[config.mk]
export PLATFORM = sky130hd
export DESIGN_NAME = fetch_queue
export DESIGN_NICKNAME = d
export VERILOG_FILES = /design/src/rtl/fetch_queue.sv
export SDC_FILE = /design/constraint.sdc
export NUM_CORES = 1
export LEC_CHECK = 0
export CAP_MARGIN = 20
export CORE_UTILIZATION = 30
export CTS_CLUSTER_DIAMETER = 100
export DETAILED_ROUTE_END_ITERATION = 10
export HOLD_SLACK_MARGIN = 0.12
export PLACE_DENSITY_LB_ADDON = 0.05
export SLEW_MARGIN = 10
export SYNTH_ARGS = -nofsm -noshare
export SYNTH_HDL_FRONTEND = slang
export SYNTH_SLANG_ARGS = --single-unit
[constraint.sdc]
create_clock -name clk -period 2.8 [get_ports clk]
set_input_delay 0.84 -clock clk [delete_from_list [all_inputs] [get_ports clk]]
set_output_delay 0.84 -clock clk [all_outputs]
set_load 0.05 [all_outputs]
[src/rtl/fetch_queue.sv]
// Instruction-fetch front end: PC sequencer with a single outstanding imem request,
// redirect/flush handling, HALT detection and a DEPTH-entry instruction queue for decode.
module fetch_queue #(
    parameter int                  ADDR_W    = 16,
    parameter int                  INSTR_W   = 16,
    parameter int                  DEPTH     = 4,
    parameter logic [ADDR_W-1:0]   RESET_PC  = '0,
    parameter logic [3:0]          HALT_OP   = 4'hF,
    parameter logic [INSTR_W-1:0]  NOP_INSTR = 16'hA000
) (
    input  logic               clk,
    input  logic               rst,
    output logic               imem_req_valid,
    output logic [ADDR_W-1:0]  imem_req_addr,
    input  logic               imem_req_ready,
    input  logic               imem_rsp_valid,
    input  logic [INSTR_W-1:0] imem_rsp_data,
    output logic               instr_valid,
    output logic [INSTR_W-1:0] instr,
    output logic [ADDR_W-1:0]  instr_pc_inc,
    input  logic               id_ready,
    input  logic               redirect,
    input  logic [ADDR_W-1:0]  redirect_addr,
    output logic               halted,
    output logic [ADDR_W-1:0]  pc
);

    localparam int PTR_W = (DEPTH > 1) ? $clog2(DEPTH) : 1;
    localparam int CNT_W = $clog2(DEPTH + 1);

    typedef enum logic [1:0] {
        ST_REQ   = 2'd0,
        ST_WAIT  = 2'd1,
        ST_DRAIN = 2'd2,
        ST_HALT  = 2'd3
    } state_t;

    state_t              state_r, state_s;
    logic [ADDR_W-1:0]   pc_r, pc_s;
    logic                req_valid_s, enq_s, deq_s;
    logic [PTR_W-1:0]    head_r, tail_r;
    logic [CNT_W-1:0]    count_r;
    logic [INSTR_W-1:0]  q_instr_r [DEPTH];
    logic [ADDR_W-1:0]   q_pcinc_r [DEPTH];

    function automatic logic [PTR_W-1:0] ptr_inc(input logic [PTR_W-1:0] p);
        if (p == PTR_W'(DEPTH - 1)) begin
            return '0;
        end else begin
            return p + PTR_W'(1);
        end
    endfunction

    // Next-state, next-PC and queue push/pop decisions; redirect overrides everything.
    always_comb begin
        state_s     = state_r;
        pc_s        = pc_r;
        enq_s       = 1'b0;
        deq_s       = 1'b0;
        req_valid_s = (state_r == ST_REQ) && (count_r < CNT_W'(DEPTH)) && !redirect;
        if (redirect) begin
            pc_s = redirect_addr;
            // A response still in flight must be swallowed before fetching again.
            if (((state_r == ST_WAIT) || (state_r == ST_DRAIN)) && !imem_rsp_valid) begin
                state_s = ST_DRAIN;
            end else begin
                state_s = ST_REQ;
            end
        end else begin
            deq_s = (count_r != '0) && id_ready;
            case (state_r)
                ST_REQ: begin
                    if (req_valid_s && imem_req_ready) begin
                        state_s = ST_WAIT;
                    end else begin
                        state_s = ST_REQ;
                    end
                end
                ST_WAIT: begin
                    if (imem_rsp_valid) begin
                        enq_s = 1'b1;
                        pc_s  = pc_r + ADDR_W'(2);
                        if (imem_rsp_data[INSTR_W-1 -: 4] == HALT_OP) begin
                            state_s = ST_HALT;
                        end else begin
                            state_s = ST_REQ;
                        end
                    end else begin
                        state_s = ST_WAIT;
                    end
                end
                ST_DRAIN: begin
                    if (imem_rsp_valid) begin
                        state_s = ST_REQ;
                    end else begin
                        state_s = ST_DRAIN;
                    end
                end
                ST_HALT: state_s = ST_HALT;
                default: state_s = ST_REQ;
            endcase
        end
    end

    // Sequencer state and PC registers.
    always_ff @(posedge clk) begin
        if (rst) begin
            state_r <= ST_REQ;
            pc_r    <= RESET_PC;
        end else begin
            state_r <= state_s;
            pc_r    <= pc_s;
        end
    end

    // Queue pointers and occupancy; a redirect flushes and discards any same-cycle pop.
    always_ff @(posedge clk) begin
        if (rst || redirect) begin
            head_r  <= '0;
            tail_r  <= '0;
            count_r <= '0;
        end else begin
            if (enq_s) begin
                tail_r <= ptr_inc(tail_r);
            end
            if (deq_s) begin
                head_r <= ptr_inc(head_r);
            end
            count_r <= count_r + CNT_W'(enq_s) - CNT_W'(deq_s);
        end
    end

    // Queue storage; the enqueued PC is the request address plus one instruction.
    always_ff @(posedge clk) begin
        if (enq_s) begin
            q_instr_r[tail_r] <= imem_rsp_data;
            q_pcinc_r[tail_r] <= pc_r + ADDR_W'(2);
        end
    end

    assign imem_req_valid = req_valid_s;
    assign imem_req_addr  = pc_r;
    assign pc             = pc_r;
    assign halted         = (state_r == ST_HALT);
    assign instr_valid    = (count_r != '0);
    assign instr          = (count_r != '0) ? q_instr_r[head_r] : NOP_INSTR;
    assign instr_pc_inc   = (count_r != '0) ? q_pcinc_r[head_r] : '0;

endmodule

==> flow_summary_export.csv, run 1 <==
group,metric,value,unit
die,start_util,0.310,
route,postRouteAntennaNets,0,
synthesis,syn_inst,425,
sta,fin_skew,9.29,ps
synthesis,synthDominantCellAreaShare,0.582,
sta,min_period,2770,ps
route,first_pass_iters,5,
synthesis,syn-cell-area,0.00661,mm2
die,rows,53,
synthesis,ys.flop_type,"edfxtp_1",
clock_tree,cts_buffers,17,
critical_path,cp_slowest_cell,"mux4_2",
sta,holdWs,504,ps
clock_tree,clkTransAtPathRegs,60,ps
critical_path,worstPathArrival,1930,ps
synthesis,syn_area_per_cell,15.5,um2
placed_design,port_buffers,104,
synthesis,ys_async_sr_fraction,0,
placed_design,dpl.hpwl,9.91,mm
critical_path,cp_cell_sequence,"buf_12 > mux4_2 > or2_4 > buf_8",
sta,fin_tns_setup,0,ps
synthesis,synth_cell_types,37,
final_layout,fillCellCount,1954,
clock_tree,ctsRootBufferMaster,"clkbuf_16",
global_route,grt_overflow,0,
critical_path,cp-end-kind,"primary output",
sta,rsz0062_at_grt,"yes",
synthesis,synth_area_leaders,"edfxtp_1 58%, mux4_2 11%, dfxtp_1 8.2%, and2_1 3.3%, ha_1 2.3%",
final_layout,fin_nets,591,
route,dr.first_iter.drc_count,126,
die,num_io_pins,105,
clock_tree,cts_tree,"yes",
critical_path,cp_num_buf_inv,2,
clock_tree,cts_sinks,155,
pwr,power_density,595,mW/mm2
sta,worst_pin_slew,502,ps
clock_tree,cts_buffer_depth,2,
critical_path,crit_path_start_kind,"flip-flop",
route,detail_route.wl_per_cell,18.4,um
critical_path,required,1960,ps
critical_path,r2r_end,"count_r[1]",
critical_path,cpPeakStageDelay,500,ps
run,maxCapViolations,0,
route,drcViolationCount,0,
critical_path,cpLargestDelayFamily,"multiplexers",
sta,finalSetupViolCount,0,
critical_path,r2r_slack,600,ps
final_layout,diodes,0,
die,die_w,150,um
clock_tree,clk_latency,420,ps
sta,final-hold-violation-count,0,
die,fp.dieH,150,um
hold_path,hold_path_class,"reg2reg",
sta,slew_headroom,0.664,
synthesis,synth_top_cell_by_area,"edfxtp_1",
global_route,grt_pass1_vias,4146,
synthesis,ys_warn_count,0,
route,vias,3907,
pwr,vdd_drop_max,406,uV
synthesis,seq_area_frac_synth,0.664,
final_layout,syn_to_final_growth,34.0,%
sta,clock.fmax,362,MHz
synthesis,synth_nets,476,
sta,slew_viol_final,0,
critical_path,r2r-start,"count_r[2]",
critical_path,r2r_cells,11,
global_route,globalRouteTotalUtil,0.141,
hold_path,min_path_cells,2,
pwr,leakagePower,0.00300,uW
hold_path,worstHoldStart,"tail_r[1]",
die,core_area,0.0213,mm2
clock_tree,htree_levels,4,
route,totalWireLength,15.2,mm
global_route,grt_max_degree,28,
hold_path,worst_hold_path.endpoint,"tail_r[1]",
placed_design,place_congestion,0.723,
global_route,grt_pass1_wl,23.2,mm
final_layout,drive_gt1_frac,0.264,
final_layout,multiInputGateArea,0.00200,mm2
synthesis,synth_edf_count,128,
global_route,antenna_found_initial,0,
final_layout,regArea,0.00439,mm2
critical_path,crit_fanout,7,
die,fp.dieArea,0.0226,mm2
route,routed_via_density,4.72,
sta,fin_crit_sh,0.988,
critical_path,critPathKind,"reg2out",
outcome,status,"complete, no violations",
synthesis,ys_seq_elements,155,
repair_timing:
action	in CTS	in global routing
hold endpoints to repair	0	0
buffers inserted	3	0
setup endpoints to repair	6	19
pin swaps	0	3
hold buffers	0	0
gates resized for setup	9	23
cloned	0	2
stage by stage:
stage | setup slack, ps | instances | instance area, um2 | power (uW) | utilization
after global routing | -35.8 | 828 | 8850 | 5430 | 0.416
after CTS | 1.44 | 826 | 8730 | 5330 | 0.410
after floorplan | 58.0 | 425 | 6610 | 2820 | -
final | 34.8 | 828 | 8850 | 5260 | 0.416
after detailed placement | -32.2 | 791 | 8050 | 2980 | 0.378
after global placement | -14.6 | 791 | 8050 | 2980 | 0.378
metal layers:
metal | up-vias | routed length, um | track usage
met4 | 0 | 196 | 0.0485
met3 | 13 | 680 | 0.0333
met1 | 1962 | 7050 | 0.184
li1 | 1835 | - | -
met5 | - | 0 | 0
met2 | 97 | 7300 | 0.230
worst max-delay path by stage:
stage	slack (ps)	startpoint	end	cells past startpoint
final	30	flip-flop	instr[15]	4
after global routing	-40	flip-flop	instr[8]	5
after CTS	1	flip-flop	instr[11]	5
after detailed placement	-30	redirect	imem_req_valid	3
after global placement	-10	redirect	imem_req_valid	3
after floorplan	60	imem_rsp_valid	q_instr_r[0][0]	5
power by group:
group	internal, uW	total, uW	switching (uW)
Combinational	152	381	229
Clock	1400	2330	927
Sequential	2520	2550	34.4
Total	4070	5260	1190
cell usage after synthesis (all sizes together), types with 8 or more instances:
| master | number |
|---|---|
| dfxtp | 27 |
| and2 | 35 |
| clkbuf | 14 |
| inv | 14 |
| xnor2 | 14 |
| mux4 | 32 |
| or3 | 8 |
| xor2 | 8 |
| nand3 | 9 |
| ha | 12 |
| nand2 | 15 |
| a21oi | 8 |
| nor2 | 25 |
| edfxtp | 128 |
| buf | 23 |
| a211oi | 9 |
flip-flops by register name, summed over array words and instances, names as in the netlist, named ones only:
signal         count
imem_req_addr     16
q_instr_r         64
state_r            2
q_pcinc_r         64
head_r             2
count_r            3
tail_r             2
cell usage in the layout (no fill, tap or decap), drive strengths merged, types with 2 or more instances in the layout:
cell type | netlist | final
mux4 | 32 | 32
xor2 | 8 | 8
nand4 | 5 | 5
a211oi | 9 | 9
clkdlybuf4s50 | 0 | 69
buf | 23 | 61
xnor2 | 14 | 14
or2 | 3 | 3
mux2i | 2 | 2
nor3 | 6 | 6
and2 | 35 | 35
clkbuf | 14 | 20
and4 | 3 | 3
or3 | 8 | 8
dfxtp | 27 | 27
clkinv | 0 | 7
nand2 | 15 | 15
nor2 | 25 | 25
nor4 | 5 | 5
ha | 12 | 12
bufinv | 0 | 3
a311oi | 5 | 5
a21oi | 8 | 8
o21ai | 6 | 6
nand3 | 9 | 9
clkinvlp | 0 | 2
edfxtp | 128 | 128
inv | 14 | 16
o31a | 2 | 2
worst min-delay path: cells and delay by family (launching register included):
kind / cells / cell delay [ps]
AO/OA/AOI/OAI: 1 / 50
flip-flops: 1 / 340
AND/OR/NAND/NOR: 1 / 60
layout make-up:
type                            instances  area share
Clock inverter                         14      0.0192
Tap cell                              275      0.0389
Sequential cell                       155       0.496
Clock buffer                           18      0.0485
Inverter                               14     0.00594
Multi-Input combinational cell        219       0.226
Timing Repair Buffer                  133       0.165
cells by family after synthesis:
logic type | count (synthesis) | share of synthesized area
buffers and inverters | 51 | 0.0394
adder cells (fa/ha/maj) | 13 | 0.0258
AND/OR/NAND/NOR | 117 | 0.0951
flip-flops | 155 | 0.664
AO/OA/AOI/OAI | 33 | 0.0348
XOR/XNOR | 22 | 0.0292
multiplexers | 34 | 0.112
(Power assumes the default switching activity.)
==> inputs of run 2 (changes only) <==
Settings changed: CAP_MARGIN 20 to not set, CELL_PAD_IN_SITES_DETAIL_PLACEMENT set to 2, CELL_PAD_IN_SITES_GLOBAL_PLACEMENT set to 2, REMOVE_ABC_BUFFERS set to 1.
==> flow_summary_export.csv, run 2 (synthesis gave the netlist of run 1 again) <==
group,metric,value,unit
outcome,status,"complete, no violations",
die,num_io_pins,105,
clock_tree,cts_buffer_depth,2,
placed_design,dpl.hpwl,11.3,mm
sta,worst_pin_slew,503,ps
clock_tree,clkTransAtPathRegs,70,ps
clock_tree,clk_latency,420,ps
pwr,power_density,574,mW/mm2
sta,min_period,2780,ps
critical_path,r2r_cells,11,
critical_path,cpPeakStageDelay,510,ps
critical_path,crit_fanout,5,
sta,fin_crit_sh,0.993,
pwr,switching_share,0.222,
final_layout,drive_gt1_frac,0.277,
hold_path,worst_hold_path.endpoint,"tail_r[1]",
final_layout,fillCellCount,2045,
final_layout,fin_nets,593,
final_layout,post_layout_nonfiller_instances,830,
route,postRouteAntennaNets,0,
critical_path,critPathKind,"reg2out",
route,dr.first_iter.drc_count,190,
die,fp.dieH,150,um
route,detail_route.wl_per_cell,20.0,um
route,drcViolationCount,0,
final_layout,syn_to_final_growth,37.9,%
sta,fin_tns_setup,0,ps
global_route,grt_pass1_vias,4658,
pwr,power_frac_clock,0.436,
final_layout,final_common_cell,"edfxtp_1",
global_route,globalRouteTotalUtil,0.161,
critical_path,r2r_end,"count_r[1]",
clock_tree,cts_buffers,17,
die,start_util,0.310,
die,rows,53,
placed_design,place_congestion,0.691,
critical_path,cp-end-kind,"primary output",
clock_tree,cts_sinks,155,
global_route,grt_overflow,0,
critical_path,cp_cell_sequence,"bufbuf_16 > mux4_2 > and2_4 > buf_12",
route,first_pass_iters,4,
die,die_w,150,um
route,routed_via_density,4.78,
sta,slew_headroom,0.664,
critical_path,crit_path_start_kind,"flip-flop",
run,maxCapViolations,0,
pwr,p_int,4070,uW
pwr,comb_power_share,0.075,
hold_path,min_path_cells,2,
global_route,grt_pass1_wl,26.5,mm
final_layout,fin_util,0.428,
clock_tree,ctsRootBufferMaster,"clkbuf_16",
sta,finalSetupViolCount,0,
global_route,antenna_found_initial,0,
sta,slew_viol_final,0,
placed_design,port_buffers,104,
pwr,leakagePower,0.00307,uW
critical_path,required,1960,ps
critical_path,r2r_slack,460,ps
route,vias,3970,
hold_path,worstHoldStart,"tail_r[1]",
hold_path,hold_path_class,"reg2reg",
pwr,vdd_drop_max,367,uV
clock_tree,cts_tree,"yes",
die,core_area,0.0213,mm2
clock_tree,holdBufCountCts,0,
route,totalWireLength,16.6,mm
sta,rsz0062_at_grt,"yes",
critical_path,cp_slowest_cell,"mux4_2",
pwr,total_power,5230,uW
final_layout,diodes,0,
critical_path,worstPathArrival,1940,ps
clock_tree,htree_levels,4,
final_layout,final_cell_mix,"128 x edfxtp_1, 70 x clkdlybuf4s50_1, 39 x buf_12",
sta,final-hold-violation-count,0,
critical_path,r2r-start,"count_r[2]",
sta,fin_skew,13.6,ps
die,fp.dieArea,0.0226,mm2
sta,clock.fmax,360,MHz
pwr,sequentialPowerShare,0.489,
pwr,p_sw,1160,uW
global_route,grt_max_degree,33,
placed_design,dpl.cell_count,795,
==> run 2: cell types whose count changed in the layout (fill, tap and decap cells not counted), sizes merged <==
cell           before  now
inv                16   15
bufbuf              0    1
dlygate4sd2         1    0
buf                61   64
clkinvlp            2    1
clkdlybuf4s50      69   70
clkinv              7    8
clkbuf             20   19
==> run 2: routing by layer <==
layer  up-vias  global-route usage  routed length, um
li1       1831                   -                  -
met1      2028               0.198               7170
met2        97               0.285               8680
met3        14              0.0336                586
met4         0              0.0439                161
met5         -                   0                  0
==> run 2: layout make-up <==
cell class              instances  area [um2]  share of cell area
flip-flops and latches        155        4390               0.482
multi-input cells             219        2020               0.222
repair buffers                135        1720               0.189
clock buffers                  19         433              0.0475
well taps                     275         344              0.0378
clock inverters                13         149              0.0163
inverters                      14        52.6             0.00577
==> run 2: worst max-delay path, delay by kind of cell (launching register included) <==
| kind | cells | cell delay, ps |
|---|---|---|
| mux | 1 | 510 |
| buf+inv | 2 | 430 |
| simple gates | 1 | 180 |
| flops | 1 | 400 |
==> run 2: per-stage QoR <==
step	cell area (um2)	setup WS [ps]	hold WS, ps
after floorplan	6400	-531	469
after global placement	8380	61.0	487
after detailed placement	8380	78.9	503
after CTS	9120	-14.5	518
after global routing	9110	-44.7	546
final	9110	18.9	514
==> run 2: timing repair <==
action	4_1_cts	5_1_grt
gates cloned	2	0
setup endpoints to repair	11	28
resized for setup	22	7
buffers inserted	2	0
==> run 2: worst max-delay path by stage <==
stage               slack (ps)             end  startpoint  cells after the start
finish                      20        instr[4]   flip-flop                      4
global placement            60  imem_req_valid    redirect                      5
global route               -40        instr[4]   flip-flop                      4
CTS                        -10        instr[4]   flip-flop                      4
detailed placement          80  imem_req_valid    redirect                      5
floorplan                 -530       instr[13]   flip-flop                      2
==> run 2: power by group through the flow <==
| stage | Clock [uW] | Combinational [uW] | Sequential, uW |
|---|---|---|---|
| after floorplan | 0 | 84.7 | 2710 |
| after global placement | 0 | 386 | 2600 |
| after detailed placement | 0 | 394 | 2610 |
| after CTS | 2340 | 399 | 2560 |
| after global routing | 2430 | 419 | 2560 |
| final | 2280 | 392 | 2560 |
